### config.mk
export PLATFORM = sky130hd
export DESIGN_NAME = rsa_batch_sequencer
export DESIGN_NICKNAME = d
export VERILOG_FILES = /design/src/rtl/rsa_batch_sequencer.sv
export SDC_FILE = /design/constraint.sdc
export NUM_CORES = 1
export LEC_CHECK = 0
export ABC_AREA = 1
export BUFFER_PORTS_ARGS = -buffer_cell sky130_fd_sc_hd__buf_2
export CAP_MARGIN = 20
export CORE_MARGIN = 1.5
export CORE_UTILIZATION = 45
export CTS_CLUSTER_DIAMETER = 60
export DETAILED_ROUTE_END_ITERATION = 10
export PLACE_DENSITY = 0.67
export SETUP_SLACK_MARGIN = 0.5
export SLEW_MARGIN = 20
export SYNTH_ARGS = -nofsm -noshare
export SYNTH_HDL_FRONTEND = slang
export SYNTH_SLANG_ARGS = --single-unit
### constraint.sdc
create_clock -name clk -period 3.76 [get_ports clk]
set_clock_uncertainty 0.15 [all_clocks]
set_input_delay 0 -clock clk [delete_from_list [all_inputs] [get_ports clk]]
set_output_delay 0 -clock clk [all_outputs]
set_load 0.01 [all_outputs]
### src/rtl/rsa_batch_sequencer.sv
// Batch sequencer for a single rsa_unit: drains a plaintext FIFO through the unit one
// operand at a time and collects results in a ciphertext FIFO, with watchdog and abort.
module rsa_batch_sequencer #(
  parameter int WIDTH   = 8,
  parameter int DEPTH   = 4,
  parameter int TIMEOUT = 255
) (
  input  logic                   clk,
  input  logic                   rst_n,
  input  logic                   go,
  input  logic                   abort,
  input  logic                   pt_push,
  input  logic [WIDTH-1:0]       pt_data,
  output logic                   pt_full,
  input  logic                   ct_pop,
  output logic [WIDTH-1:0]       ct_data,
  output logic                   ct_empty,
  output logic [$clog2(DEPTH):0] ct_count,
  output logic [WIDTH-1:0]       rsa_p,
  output logic                   rsa_ena,
  output logic                   rsa_clear,
  input  logic                   rsa_eoc,
  input  logic [WIDTH-1:0]       rsa_c,
  output logic                   busy,
  output logic                   done_irq,
  output logic [1:0]             err,
  output logic [2:0]             state_dbg
);
  // Handshake: pt_push and ct_pop are single-cycle strobes with no ready; a push into a
  // full FIFO (without a same-cycle pop) is dropped and flagged, a pop of an empty FIFO is ignored.
  localparam int AW = $clog2(DEPTH);
  localparam int CW = AW + 1;

  typedef enum logic [2:0] {
    S_IDLE  = 3'd0,
    S_LOAD  = 3'd1,
    S_CLEAR = 3'd2,
    S_RUN   = 3'd3,
    S_STORE = 3'd4,
    S_DONE  = 3'd5
  } state_t;

  state_t state, state_next;

  logic [WIDTH-1:0] pt_mem [DEPTH];
  logic [AW-1:0]    pt_rd, pt_wr;
  logic [CW-1:0]    pt_cnt;
  logic [WIDTH-1:0] ct_mem [DEPTH];
  logic [AW-1:0]    ct_rd, ct_wr;
  logic [CW-1:0]    ct_cnt;

  logic [7:0] wd, wd_inc;
  logic       clr_pulse;
  logic       timeout_hit;
  logic       pt_empty, pt_pop, pt_flush, pt_wr_en, pt_ovf;
  logic       ct_full, ct_pop_en, ct_wr_en;
  logic       go_acc;

  assign pt_empty  = (pt_cnt == '0);
  assign pt_full   = (pt_cnt == CW'(DEPTH));
  assign pt_pop    = (state == S_LOAD);
  assign pt_flush  = abort | timeout_hit;
  assign pt_wr_en  = pt_push && (!pt_full || pt_pop) && !pt_flush;
  assign pt_ovf    = pt_push && pt_full && !pt_pop;

  assign ct_empty  = (ct_cnt == '0);
  assign ct_full   = (ct_cnt == CW'(DEPTH));
  assign ct_pop_en = ct_pop && !ct_empty;
  // A pop in the same cycle frees the slot the stalled result is written into.
  assign ct_wr_en  = (state == S_STORE) && !abort && (!ct_full || ct_pop_en);
  assign ct_data   = ct_empty ? '0 : ct_mem[ct_rd];
  assign ct_count  = ct_cnt;

  assign wd_inc    = wd + 8'd1;
  assign go_acc    = go && !abort && ((state == S_IDLE) || (state == S_DONE));

  always_comb begin
    state_next  = state;
    timeout_hit = 1'b0;
    case (state)
      S_IDLE, S_DONE: if (go) state_next = pt_empty ? S_DONE : S_LOAD;
      S_LOAD:         state_next = S_CLEAR;
      S_CLEAR:        state_next = S_RUN;
      S_RUN: begin
        if (rsa_eoc) begin
          state_next = S_STORE;
        end else if (wd_inc == 8'(TIMEOUT)) begin
          timeout_hit = 1'b1;
          state_next  = S_DONE;
        end
      end
      S_STORE:        if (ct_wr_en) state_next = pt_empty ? S_DONE : S_LOAD;
      default:        state_next = S_IDLE;
    endcase
    if (abort) begin
      state_next  = S_IDLE;
      timeout_hit = 1'b0;
    end
  end

  always_ff @(posedge clk) begin
    if (!rst_n) begin
      state     <= S_IDLE;
      wd        <= '0;
      clr_pulse <= 1'b0;
      err       <= 2'b00;
      rsa_p     <= '0;
    end else begin
      state     <= state_next;
      clr_pulse <= abort | timeout_hit;
      if (state == S_CLEAR)    wd <= '0;
      else if (state == S_RUN) wd <= wd_inc;
      if (state == S_LOAD)     rsa_p <= pt_mem[pt_rd];
      if (abort) begin
        err <= 2'b00;
      end else begin
        err[1] <= (go_acc ? 1'b0 : err[1]) | timeout_hit;
        err[0] <= (go_acc ? 1'b0 : err[0]) | pt_ovf;
      end
    end
  end

  always_ff @(posedge clk) begin
    if (!rst_n) begin
      pt_rd  <= '0;
      pt_wr  <= '0;
      pt_cnt <= '0;
    end else if (pt_flush) begin
      pt_rd  <= pt_wr;
      pt_cnt <= '0;
    end else begin
      if (pt_wr_en) pt_wr <= pt_wr + AW'(1);
      if (pt_pop)   pt_rd <= pt_rd + AW'(1);
      pt_cnt <= pt_cnt + CW'(pt_wr_en) - CW'(pt_pop);
    end
  end

  always_ff @(posedge clk) begin
    if (pt_wr_en) pt_mem[pt_wr] <= pt_data;
  end

  always_ff @(posedge clk) begin
    if (!rst_n) begin
      ct_rd  <= '0;
      ct_wr  <= '0;
      ct_cnt <= '0;
    end else begin
      if (ct_wr_en)  ct_wr <= ct_wr + AW'(1);
      if (ct_pop_en) ct_rd <= ct_rd + AW'(1);
      ct_cnt <= ct_cnt + CW'(ct_wr_en) - CW'(ct_pop_en);
    end
  end

  always_ff @(posedge clk) begin
    if (ct_wr_en) ct_mem[ct_wr] <= rsa_c;
  end

  assign rsa_ena   = (state == S_RUN);
  assign rsa_clear = (state == S_CLEAR) || clr_pulse;
  assign busy      = (state != S_IDLE) && (state != S_DONE);
  assign done_irq  = (state == S_DONE);
  assign state_dbg = state;
endmodule

; Word level (Yosys, flattened, before mapping)
; Memories as Yosys holds them, arrays and structs flattened. A register that Yosys moved wholly into a read port is not among the register bits.
; Index checks and enable logic that the tools add are counted.
[word_totals]
output_inout_bits = 30
ram_bits = 64
mem_count = 2
latch_bits = 0
ff_bits = 28
mem_bits_ro = 0
[op_classes]
order_cmp = 0
n_mux = 21
add_sub_neg = 9
n_div = 0
mul = 0
eq_ne = 12
n_bitwise = 5
shifts = 0
reduce_logical = 32
[memory_table]
columns = memory, words, word_bits, rd, rd_ports_with_merged_regs, wr, line_no
row1 = ct_mem, 4, 8, 1, 1, 1, 48  ; logic [WIDTH-1:0] ct_mem [DEPTH];
row2 = pt_mem, 4, 8, 1, 1, 1, 45  ; logic [WIDTH-1:0] pt_mem [DEPTH];
[op_table]
columns = operator, n
row1 = 3-bit two-way mux, 5
row2 = 3-bit one-hot mux with 5 select lines, 1
row3 = "3-bit equality test, second input constant", 4
row4 = 1-bit logical AND, 10
row5 = 1-bit two-way mux, 10
row6 = 3-bit zero test, 3
row7 = "2-bit by 1-bit adder with 2-bit output, second input constant", 4
row8 = "8-bit by 1-bit adder with 8-bit output, second input constant", 1
row9 = "8-bit equality test, second input constant", 1
row10 = 2-bit two-way mux, 4
row11 = 8-bit two-way mux, 1
row12 = 2-bit OR reduction, 4
row13 = 1-bit zero test, 7
row14 = 3-bit by 1-bit adder with 3-bit output, 2
row15 = "3-bit by 2-bit equality test with 1-bit output, second input constant", 2
row16 = 3-bit by 1-bit subtractor with 3-bit output, 2
row17 = 1-bit logical OR, 4
row18 = "2-bit inequality test, second input constant", 2
row19 = "3-bit by 1-bit equality test with 1-bit output, second input constant", 1
row20 = "3-bit by 1-bit inequality test with 1-bit output, second input constant", 1
row21 = "3-bit inequality test, second input constant", 1
row22 = 1-bit bitwise OR, 3
row23 = 3-bit AND reduction, 1
row24 = 3-bit nonzero test, 1
row25 = 3 further kinds, 4

; Logic depth before layout (Yosys ltp)
; Gate-level depths: netlist of the first run.
[depth]
ltp_word = 11
mapped_depth = 16

; Worst setup path before layout of the first run
; OpenSTA, ideal clock, no wires.
[synth_timing]
path_type = register to register
startpoint = register wd[0]
endpoint = register pt_cnt[2]
t_arrival_ns = 2.490
stages_incl_launch_ff = 16
setup_ns = 0.070
required_time_ns = 3.540
synth_period_minus_slack_ns = 2.710
n_path_buf = 0
slack_ns = 1.050
path_cell_list = dfxtp_1 -> ha_1 -> nand3_1 -> nor2_1 -> nand2_1 -> nand2_2 -> nor2_4 -> nand3_4 -> nand3_4 -> ha_1 -> inv_1 -> ha_1 -> inv_1 -> fa_1 -> or2_2 -> a21oi_1
[synth_between]
elab_chain_cells = 11
elab_cells_between_ends = 12
[synth_rtl]
columns = element, line_no
row1 = from (decl), 52  ; logic [7:0] wd, wd_inc;
row2 = from (signal assigned), 112  ; else if (state == S_RUN) wd <= wd_inc;
row3 = 8-bit by 1-bit adder with 8-bit output *, 74  ; assign wd_inc = wd + 8'd1;
row4 = 8-bit equality test *, 87  ; end else if (wd_inc == 8'(TIMEOUT)) begin
row5 = 1-bit two-way mux *, 87
row6 = 1-bit two-way mux *, 85  ; if (rsa_eoc) begin
row7 = 1-bit two-way mux *, 80  ; case (state)
row8 = 1-bit two-way mux *, 95  ; if (abort) begin
row9 = 1-bit bitwise OR *, 62  ; assign pt_flush = abort | timeout_hit;
row10 = 1-bit zero test, 63  ; assign pt_wr_en = pt_push && (!pt_full || pt_pop) && !pt_flush;
row11 = 1-bit logical AND, 63
row12 = 3-bit by 1-bit adder with 3-bit output, 134  ; pt_cnt <= pt_cnt + CW'(pt_wr_en) - CW'(pt_pop);
row13 = 3-bit by 1-bit subtractor with 3-bit output, 134
row14 = to (signal assigned), 134
row15 = to (decl), 47  ; logic [CW-1:0] pt_cnt;
; Every way passes the cells marked *; elsewhere a longest branch is shown, timed or not.
; A chain may end at the register's enable or synchronous reset.

; Final worst setup path of the first run
; Same ends and word-level chain as after synthesis.

==> run_results.csv, run 1 <==
group,metric,value,unit
run_status,outcome,"completed",
place,post-place-cells,626,
route,wl_met2,4640,µm
logic_synthesis,synth_seq_area_share,0.602,
die,core_area,9680,µm²
logic_synthesis,async_flop_share,0,
cts,cts-root-buf,"clkbuf_8",
place,placed_area,4850,µm²
die,ios,53,
global_route,grt_max_degree,21,
timing,fmax,0.339,GHz
flow_run,cap_viol_max_count,0,
die,die_h,103,µm
final_layout,layout.area.seq,2680,µm²
cts,cts.path.max_buffers,2,
global_route,grt_pass1_vias,3125,
final_layout,syn_to_final_growth,19.4,%
logic_synthesis,synth_warnings,0,
route,met1_length,4090,µm
timing,setup_viol,0,
place,post-dp-hpwl,6030,µm
logic_synthesis,synth.area.top_cells,"edfxtp_1 (43%), dfxtp_1 (17%), nor2_1 (6.6%), o21ai_0 (5.3%), inv_1 (4.7%)",
cts,cts_tree,"built",
global_route,grt_pass1_wl,14700,µm
global_route,grt.overflow.total,0,
logic_synthesis,synth.most_common_cell,"nor2_1",
logic_synthesis,synth_edf_count,64,
critical_path,cp.required,3.91,ns
critical_path,critPathTopFamily,"simple AND/OR/NAND/NOR gates",
pwr,power_density,473,nW/µm²
logic_synthesis,synth.net_count,489,
final_layout,fin_util,0.550,
timing,period_needed,2.95,ns
cts,clkSinkCount,102,
timing,tns,0,ns
route,ant_nets,0,
logic_synthesis,synth_flop_cell,"edfxtp_1",
route,drt_pass1_iterations,5,
logic_synthesis,synth_cell_type_count,33,
logic_synthesis,synth_area_per_cell,9.89,µm²
timing,slew_headroom,0.418,
timing,hold-worst-slack,0.229,ns
logic_synthesis,yosys-top-cells-count,"nor2_1 (79), edfxtp_1 (64), inv_1 (56)",
final_layout,num-fill-cells,812,
critical_path,r2r_setup_slack,0.81,ns
critical_path,cp_cell_sequence,"ha_1 > nand3_1 > o21bai_2 > nand2_2 > nor2_4 > nand3_4 > nand3_4 > ha_1 > inv_1 > ha_1 > inv_1 > fa_1 > or2_2 > a21oi_1",
critical_path,arrival,3.11,ns
die,initial_core_util,0.460,
final_layout,fin_area,5330,µm²
logic_synthesis,syn-instance-count,451,
route,drt_iter0_drc,121,
logic_synthesis,syn_area,4460,µm²
timing,rsz0062_at_grt,"no",
global_route,antenna_found_initial,0,
global_route,grt.total_usage,0.184,
final_layout,drive_gt1_frac,0.176,
final_layout,antenna_cells,0,
timing,finalCritPeriodShare,0.786,
die,rows,36,
logic_synthesis,synth_area_leader_cell,"edfxtp_1",
cts,clock_latency,0.36,ns
critical_path,crit_top_cell,"ha_1",
pwr,ir_worst_vdd,0.000281,V
place,io_buffers,52,
place,gp_congestion,0.836,
worst_hold_path,hold_path.class,"input pin to flip-flop",
timing,final_max_slew_viol_count,0,
cts,cts_buffers,9,
route,drc_errors,0,
route,finalWirelength,9140,µm
cts,clk_pin_slew_worst_paths,0.11,ns
route,routed.top_layer,"met4",
final_layout,fin_nets,568,
critical_path,critPathBufInv,2,
route,vias,3276,
pwr,p_leak,0.00218,µW
cts,post-cts-setup-buffers,0,
die,die-width,103,µm
timing,hold_viol,0,
critical_path,critPathSlowestCell,"dfxtp_1",
cts,htreeDepth,3,
logic_synthesis,synth_top_area_frac,0.431,
route,met3_length,311,µm
timing,worst_slew_pin_slew,0.870,ns
critical_path,max_stage_delay,0.43,ns
die,die_area,10500,µm²
logic_synthesis,ys_ff_latch,102,
final_layout,stdcell_count,668,
route,wire_per_inst,13.7,µm
route,vias_per_cell,4.90,
critical_path,end_kind,"flip-flop",
critical_path,cp_max_fo,8,
critical_path,worstSetupPathType,"flip-flop to flip-flop",
critical_path,crit_path_start_kind,"flip-flop",
final_layout,multi_input_area,1500,µm²
==> through the flow <==
step	setup WS (ns)	total power [µW]
floorplan	1.05	1600
global placement	0.939	1750
detailed placement	0.860	1770
CTS	0.806	2530
global route	0.550	2650
finish	0.806	2520
==> cell usage in the layout, fill, tap and decap left out, types with 2 or more instances in the layout <==
master | Yosys | final
a21oi_1 | 21 | 21
buf_2 | 5 | 52
clkbuf_8 | 0 | 9
clkinv_1 | 2 | 2
dfxtp_1 | 38 | 38
dlygate4sd3_1 | 0 | 26
edfxtp_1 | 64 | 64
fa_1 | 2 | 2
ha_1 | 13 | 13
inv_1 | 56 | 56
inv_2 | 4 | 4
inv_8 | 0 | 5
nand2_1 | 51 | 51
nand2_2 | 6 | 6
nand3_1 | 11 | 11
nand3_4 | 2 | 2
nand4_1 | 2 | 2
nor2_1 | 79 | 79
nor2_2 | 4 | 4
nor2_4 | 3 | 3
o211ai_1 | 4 | 4
o21ai_0 | 47 | 47
o21ai_1 | 2 | 2
o21bai_1 | 9 | 9
o22ai_1 | 8 | 8
or2_2 | 2 | 2
xnor2_1 | 3 | 3
==> power by group <==
part	switching, µW	internal, µW	total [µW]
sequential	62.4	1240	1300
clock	416	332	749
combinational	282	183	465
==> area by class of cell <==
| class | instances | area share |
|---|---|---|
| clock inverters | 7 | 0.0179 |
| repair buffers | 79 | 0.0992 |
| clock buffers | 9 | 0.0233 |
| well taps | 133 | 0.0313 |
| flip-flops and latches | 102 | 0.504 |
| multi-input cells | 276 | 0.281 |
| inverters | 62 | 0.0437 |
==> sequential cells by signal (all words and copies together), names as in the netlist, named ones only <==
| name | cells |
|---|---|
| clr_pulse | 1 |
| pt_mem | 32 |
| rsa_p | 8 |
| ct_count | 3 |
| err | 2 |
| state_dbg | 3 |
| ct_rd | 2 |
| pt_rd | 2 |
| ct_wr | 2 |
| pt_cnt | 3 |
| pt_wr | 2 |
| ct_mem | 32 |
| wd | 8 |
==> what timing repair did <==
| action | CTS | global route |
|---|---|---|
| gates resized for setup | 0 | 0 |
| endpoints found under the hold margin | 90 | 0 |
| hold buffers | 26 | 0 |
| endpoints found under the setup margin | 0 | 0 |
==> cells by family after synthesis <==
logic type,count (synthesis),share of synthesized area
compound gates,96,0.123
xor+xnor,4,0.00786
fa+ha+maj,15,0.0455
buf+inv,73,0.0628
flops,102,0.602
simple gates,161,0.159
==> per-layer routing <==
metal | vias up | global-route usage
li1 | 1656 | -
met1 | 1546 | 0.230
met2 | 65 | 0.328
met3 | 9 | 0.0251
met4 | 0 | 0.0664
met5 | - | 0
==> final timing paths <==
check                         from                      to  cells after the start
max reg2reg     wd[0]$_SDFFE_PP0P_    pt_cnt[2]$_SDFF_PP0_                     14
min                     pt_data[6]  pt_mem[0][6]$_DFFE_PP_                      2
max             wd[0]$_SDFFE_PP0P_    pt_cnt[2]$_SDFF_PP0_                     14
min reg2reg  ct_rd[1]$_SDFFE_PN0P_               flip-flop                      2
(Power assumes the default switching activity.)
==> run 2: changes to the inputs <==
--- a/config.mk
+++ b/config.mk
@@ -5,14 +5,14 @@
 export SDC_FILE = /design/constraint.sdc
 export NUM_CORES = 1
 export LEC_CHECK = 0
-export ABC_AREA = 1
+export ABC_AREA = 0
 export BUFFER_PORTS_ARGS = -buffer_cell sky130_fd_sc_hd__buf_2
 export CAP_MARGIN = 20
 export CORE_MARGIN = 1.5
 export CORE_UTILIZATION = 45
 export CTS_CLUSTER_DIAMETER = 60
 export DETAILED_ROUTE_END_ITERATION = 10
-export PLACE_DENSITY = 0.67
+export PLACE_DENSITY = 0.7
 export SETUP_SLACK_MARGIN = 0.5
 export SLEW_MARGIN = 20
 export SYNTH_ARGS = -nofsm -noshare
==> constraint.sdc (replaced) <==
create_clock -name clk -period 2.55 [get_ports clk]
set_clock_uncertainty 0.15 [all_clocks]
set_input_delay 0 -clock clk [delete_from_list [all_inputs] [get_ports clk]]
set_output_delay 0 -clock clk [all_outputs]
set_load 0.01 [all_outputs]
==> run_results.csv, run 2 <==
group,metric,value,unit
run_status,outcome,"complete, but fails checks",
run_status,violations,"negative setup slack",
logic_synthesis,synth_area_per_cell,13.8,µm²
final_layout,top_regs,"ct_mem: 32 flops, pt_mem: 32 flops",
logic_synthesis,synth_edf_count,64,
worst_hold_path,hold_path_depth,4,
cts,clkSinkCount,102,
cts,clk_pin_slew_worst_paths,0.10,ns
final_layout,num-fill-cells,739,
global_route,antenna_found_initial,0,
global_route,grt.overflow.total,0,
place,io_buffers,52,
flow_run,cap_viol_max_count,0,
logic_synthesis,synth_top_area_frac,0.439,
final_layout,antenna_cells,0,
timing,fmax,0.368,GHz
logic_synthesis,ys_ff_latch,102,
logic_synthesis,synth_cell_type_count,51,
logic_synthesis,syn-instance-count,316,
timing,slew_headroom,0.563,
logic_synthesis,synth.most_common_cell,"edfxtp_1",
route,ant_nets,0,
pwr,power_density,681,nW/µm²
final_layout,syn_to_final_growth,28.4,%
route,finalWirelength,8020,µm
die,ios,53,
place,post-dp-hpwl,5350,µm
route,drc_errors,0,
route,wire_per_inst,14.3,µm
timing,setup_viol,2,
die,die-width,102,µm
global_route,grt_max_degree,26,
route,drt_pass1_iterations,4,
route,vias_per_cell,4.81,
logic_synthesis,synth_warnings,0,
logic_synthesis,synth.net_count,354,
worst_hold_path,hold_path.class,"input pin to flip-flop",
critical_path,r2r_cells,14,
critical_path,r2r_setup_slack,-0.17,ns
die,core_area,9330,µm²
global_route,grt_pass1_wl,12800,µm
final_layout,multi_input_area,1720,µm²
logic_synthesis,syn_area,4370,µm²
cts,cts.path.max_buffers,2,
timing,worst_slack,-0.167,ns
timing,tns,-0.177,ns
timing,worst_slew_pin_slew,0.654,ns
timing,finalCritPeriodShare,1.07,
logic_synthesis,async_flop_share,0,
cts,cts_tree,"built",
critical_path,crit_path_start_kind,"flip-flop",
route,vias,2691,
logic_synthesis,synth_seq_area_share,0.613,
route,drt_iter0_drc,77,
die,die_area,10300,µm²
cts,clock_latency,0.36,ns
pwr,ir_worst_vdd,0.000386,V
logic_synthesis,synth_area_leader_cell,"edfxtp_1",
timing,period_needed,2.72,ns
final_layout,final_cell_mix,"edfxtp_1 (64), buf_2 (52), buf_4 (35)",
final_layout,drive_gt1_frac,0.399,
worst_hold_path,whs_endpoint,"err[0]$_SDFF_PP0_",
worst_hold_path,holdCritStartpoint,"abort",
die,rows,35,
critical_path,worstSetupPathType,"flip-flop to flip-flop",
logic_synthesis,synth.area.top_cells,"edfxtp_1 (44%), dfxtp_1 (17%), mux4_2 (8.2%), ha_1 (3.7%), nand2_1 (2.7%)",
critical_path,cp_max_fo,5,
pwr,p_leak,0.00211,µW
die,die_h,102,µm
pwr,power,3830,µW
die,initial_core_util,0.469,
critical_path,cp.required,2.64,ns
place,gp_congestion,0.766,
critical_path,reg2reg_from,"wd[0]$_SDFFE_PP0P_",
critical_path,arrival,2.81,ns
final_layout,final_common_cell,"edfxtp_1",
cts,htreeDepth,3,
logic_synthesis,yosys-top-cells-count,"edfxtp_1 (64), dfxtp_1 (38), nand2_1 (32)",
global_route,grt_pass1_vias,2726,
timing,final_max_slew_viol_count,0,
timing,hold-worst-slack,0.0239,ns
timing,hold_viol,0,
cts,cts-root-buf,"clkbuf_8",
critical_path,end_kind,"flip-flop",
timing,rsz0062_at_grt,"yes",
cts,cts_buffers,9,
final_layout,layout.area.seq,2700,µm²
logic_synthesis,synth_flop_cell,"edfxtp_1",
final_layout,fin_nets,464,
final_layout,fin_util,0.602,
critical_path,regToRegEndpoint,"pt_cnt[2]$_SDFF_PP0_",
global_route,grt.total_usage,0.166,
==> run 2: cell count changes after synthesis, moves of 8 or more <==
cell | previous run | this run
nor2_1 | 79 | 14
o21ai_0 | 47 | 2
mux4_2 | 0 | 16
a21boi_1 | 0 | 8
and2_1 | 0 | 16
nand2_1 | 51 | 32
nor2b_1 | 0 | 16
o21bai_1 | 9 | 1
xor2_1 | 1 | 9
inv_1 | 56 | 9
a21oi_1 | 21 | 7
==> run 2: layout make-up <==
type,instances,share of cell area
clock inverters,6,0.0183
repair buffers,110,0.135
well taps,129,0.0287
inverters,12,0.00802
flip-flops and latches,102,0.481
clock buffers,10,0.0227
multi-input cells,191,0.306
==> run 2: cell families (layout without fill, tap and decap cells) <==
| logic type | after synthesis | after routing | share of synthesized area |
|---|---|---|---|
| fa+ha+maj | 15 | 15 | 0.0463 |
| xor+xnor | 18 | 18 | 0.0360 |
| buf+inv | 23 | 138 | 0.0232 |
| flops | 102 | 102 | 0.613 |
| simple gates | 111 | 111 | 0.141 |
| compound gates | 28 | 28 | 0.0509 |
| mux | 19 | 19 | 0.0892 |
==> run 2: repair_timing <==
action	in CTS	in global routing
hold buffers	20	0
hold endpoints to repair	89	0
buffers inserted	10	3
resized for setup	25	8
pin swaps	11	1
endpoints found under the setup margin	53	39
==> run 2: how the worst max path moves through the flow <==
stage	endpoint	slack, ns	cells past startpoint	startpoint
floorplan	pt_cnt[2]$_SDFF_PP0_	-0.31	16	wd[1]$_SDFFE_PP0P_
global placement	pt_cnt[2]$_SDFF_PP0_	-0.20	15	wd[1]$_SDFFE_PP0P_
detailed placement	pt_cnt[2]$_SDFF_PP0_	-0.31	15	wd[0]$_SDFFE_PP0P_
CTS	pt_cnt[2]$_SDFF_PP0_	-0.15	15	wd[0]$_SDFFE_PP0P_
global route	pt_cnt[2]$_SDFF_PP0_	-0.31	15	wd[1]$_SDFFE_PP0P_
finish	pt_cnt[2]$_SDFF_PP0_	-0.17	14	wd[0]$_SDFFE_PP0P_
==> run 2: metrics by stage <==
step / std cells / instance area [µm²] / setup WS, ns
2_1_floorplan: 316 / 4450 / -0.311
3_3_place_gp: 511 / 4990 / -0.195
3_5_place_dp: 511 / 4990 / -0.305
4_1_cts: 557 / 5560 / -0.153
5_1_grt: 560 / 5620 / -0.312
6_report: 560 / 5620 / -0.167
==> run 2: worst max-delay path, stage by stage, from the launching register on <==
cell	delay, ns
dfxtp_4	0.38
ha_4	0.17
or2b_1	0.26
o22ai_4	0.14
a41oi_4	0.14
and3_4	0.20
inv_2	0.06
ha_4	0.19
inv_2	0.06
ha_4	0.11
inv_2	0.03
fa_2	0.32
xor2_1	0.17
xnor2_1	0.15
nor3_1	0.06
==> run 2: routing by layer <==
metal  wire length (µm)  global-route usage  part of all wire  vias to the layer above
met4                116              0.0545             0.014                        0
met1               3640               0.199              0.45                     1279
met5                  0                   0                 0                        -
met3                235              0.0386             0.029                       13
met2               4030               0.294              0.50                       48
li1                   -                   -                 -                     1351
==> run 2: where the power goes <==
group | switching (µW) | leakage [µW] | internal [µW]
clock | 571 | 0.000114 | 571
sequential | 103 | 0.000893 | 1830
combinational | 330 | 0.00110 | 421
total | 1000 | 0.00211 | 2820
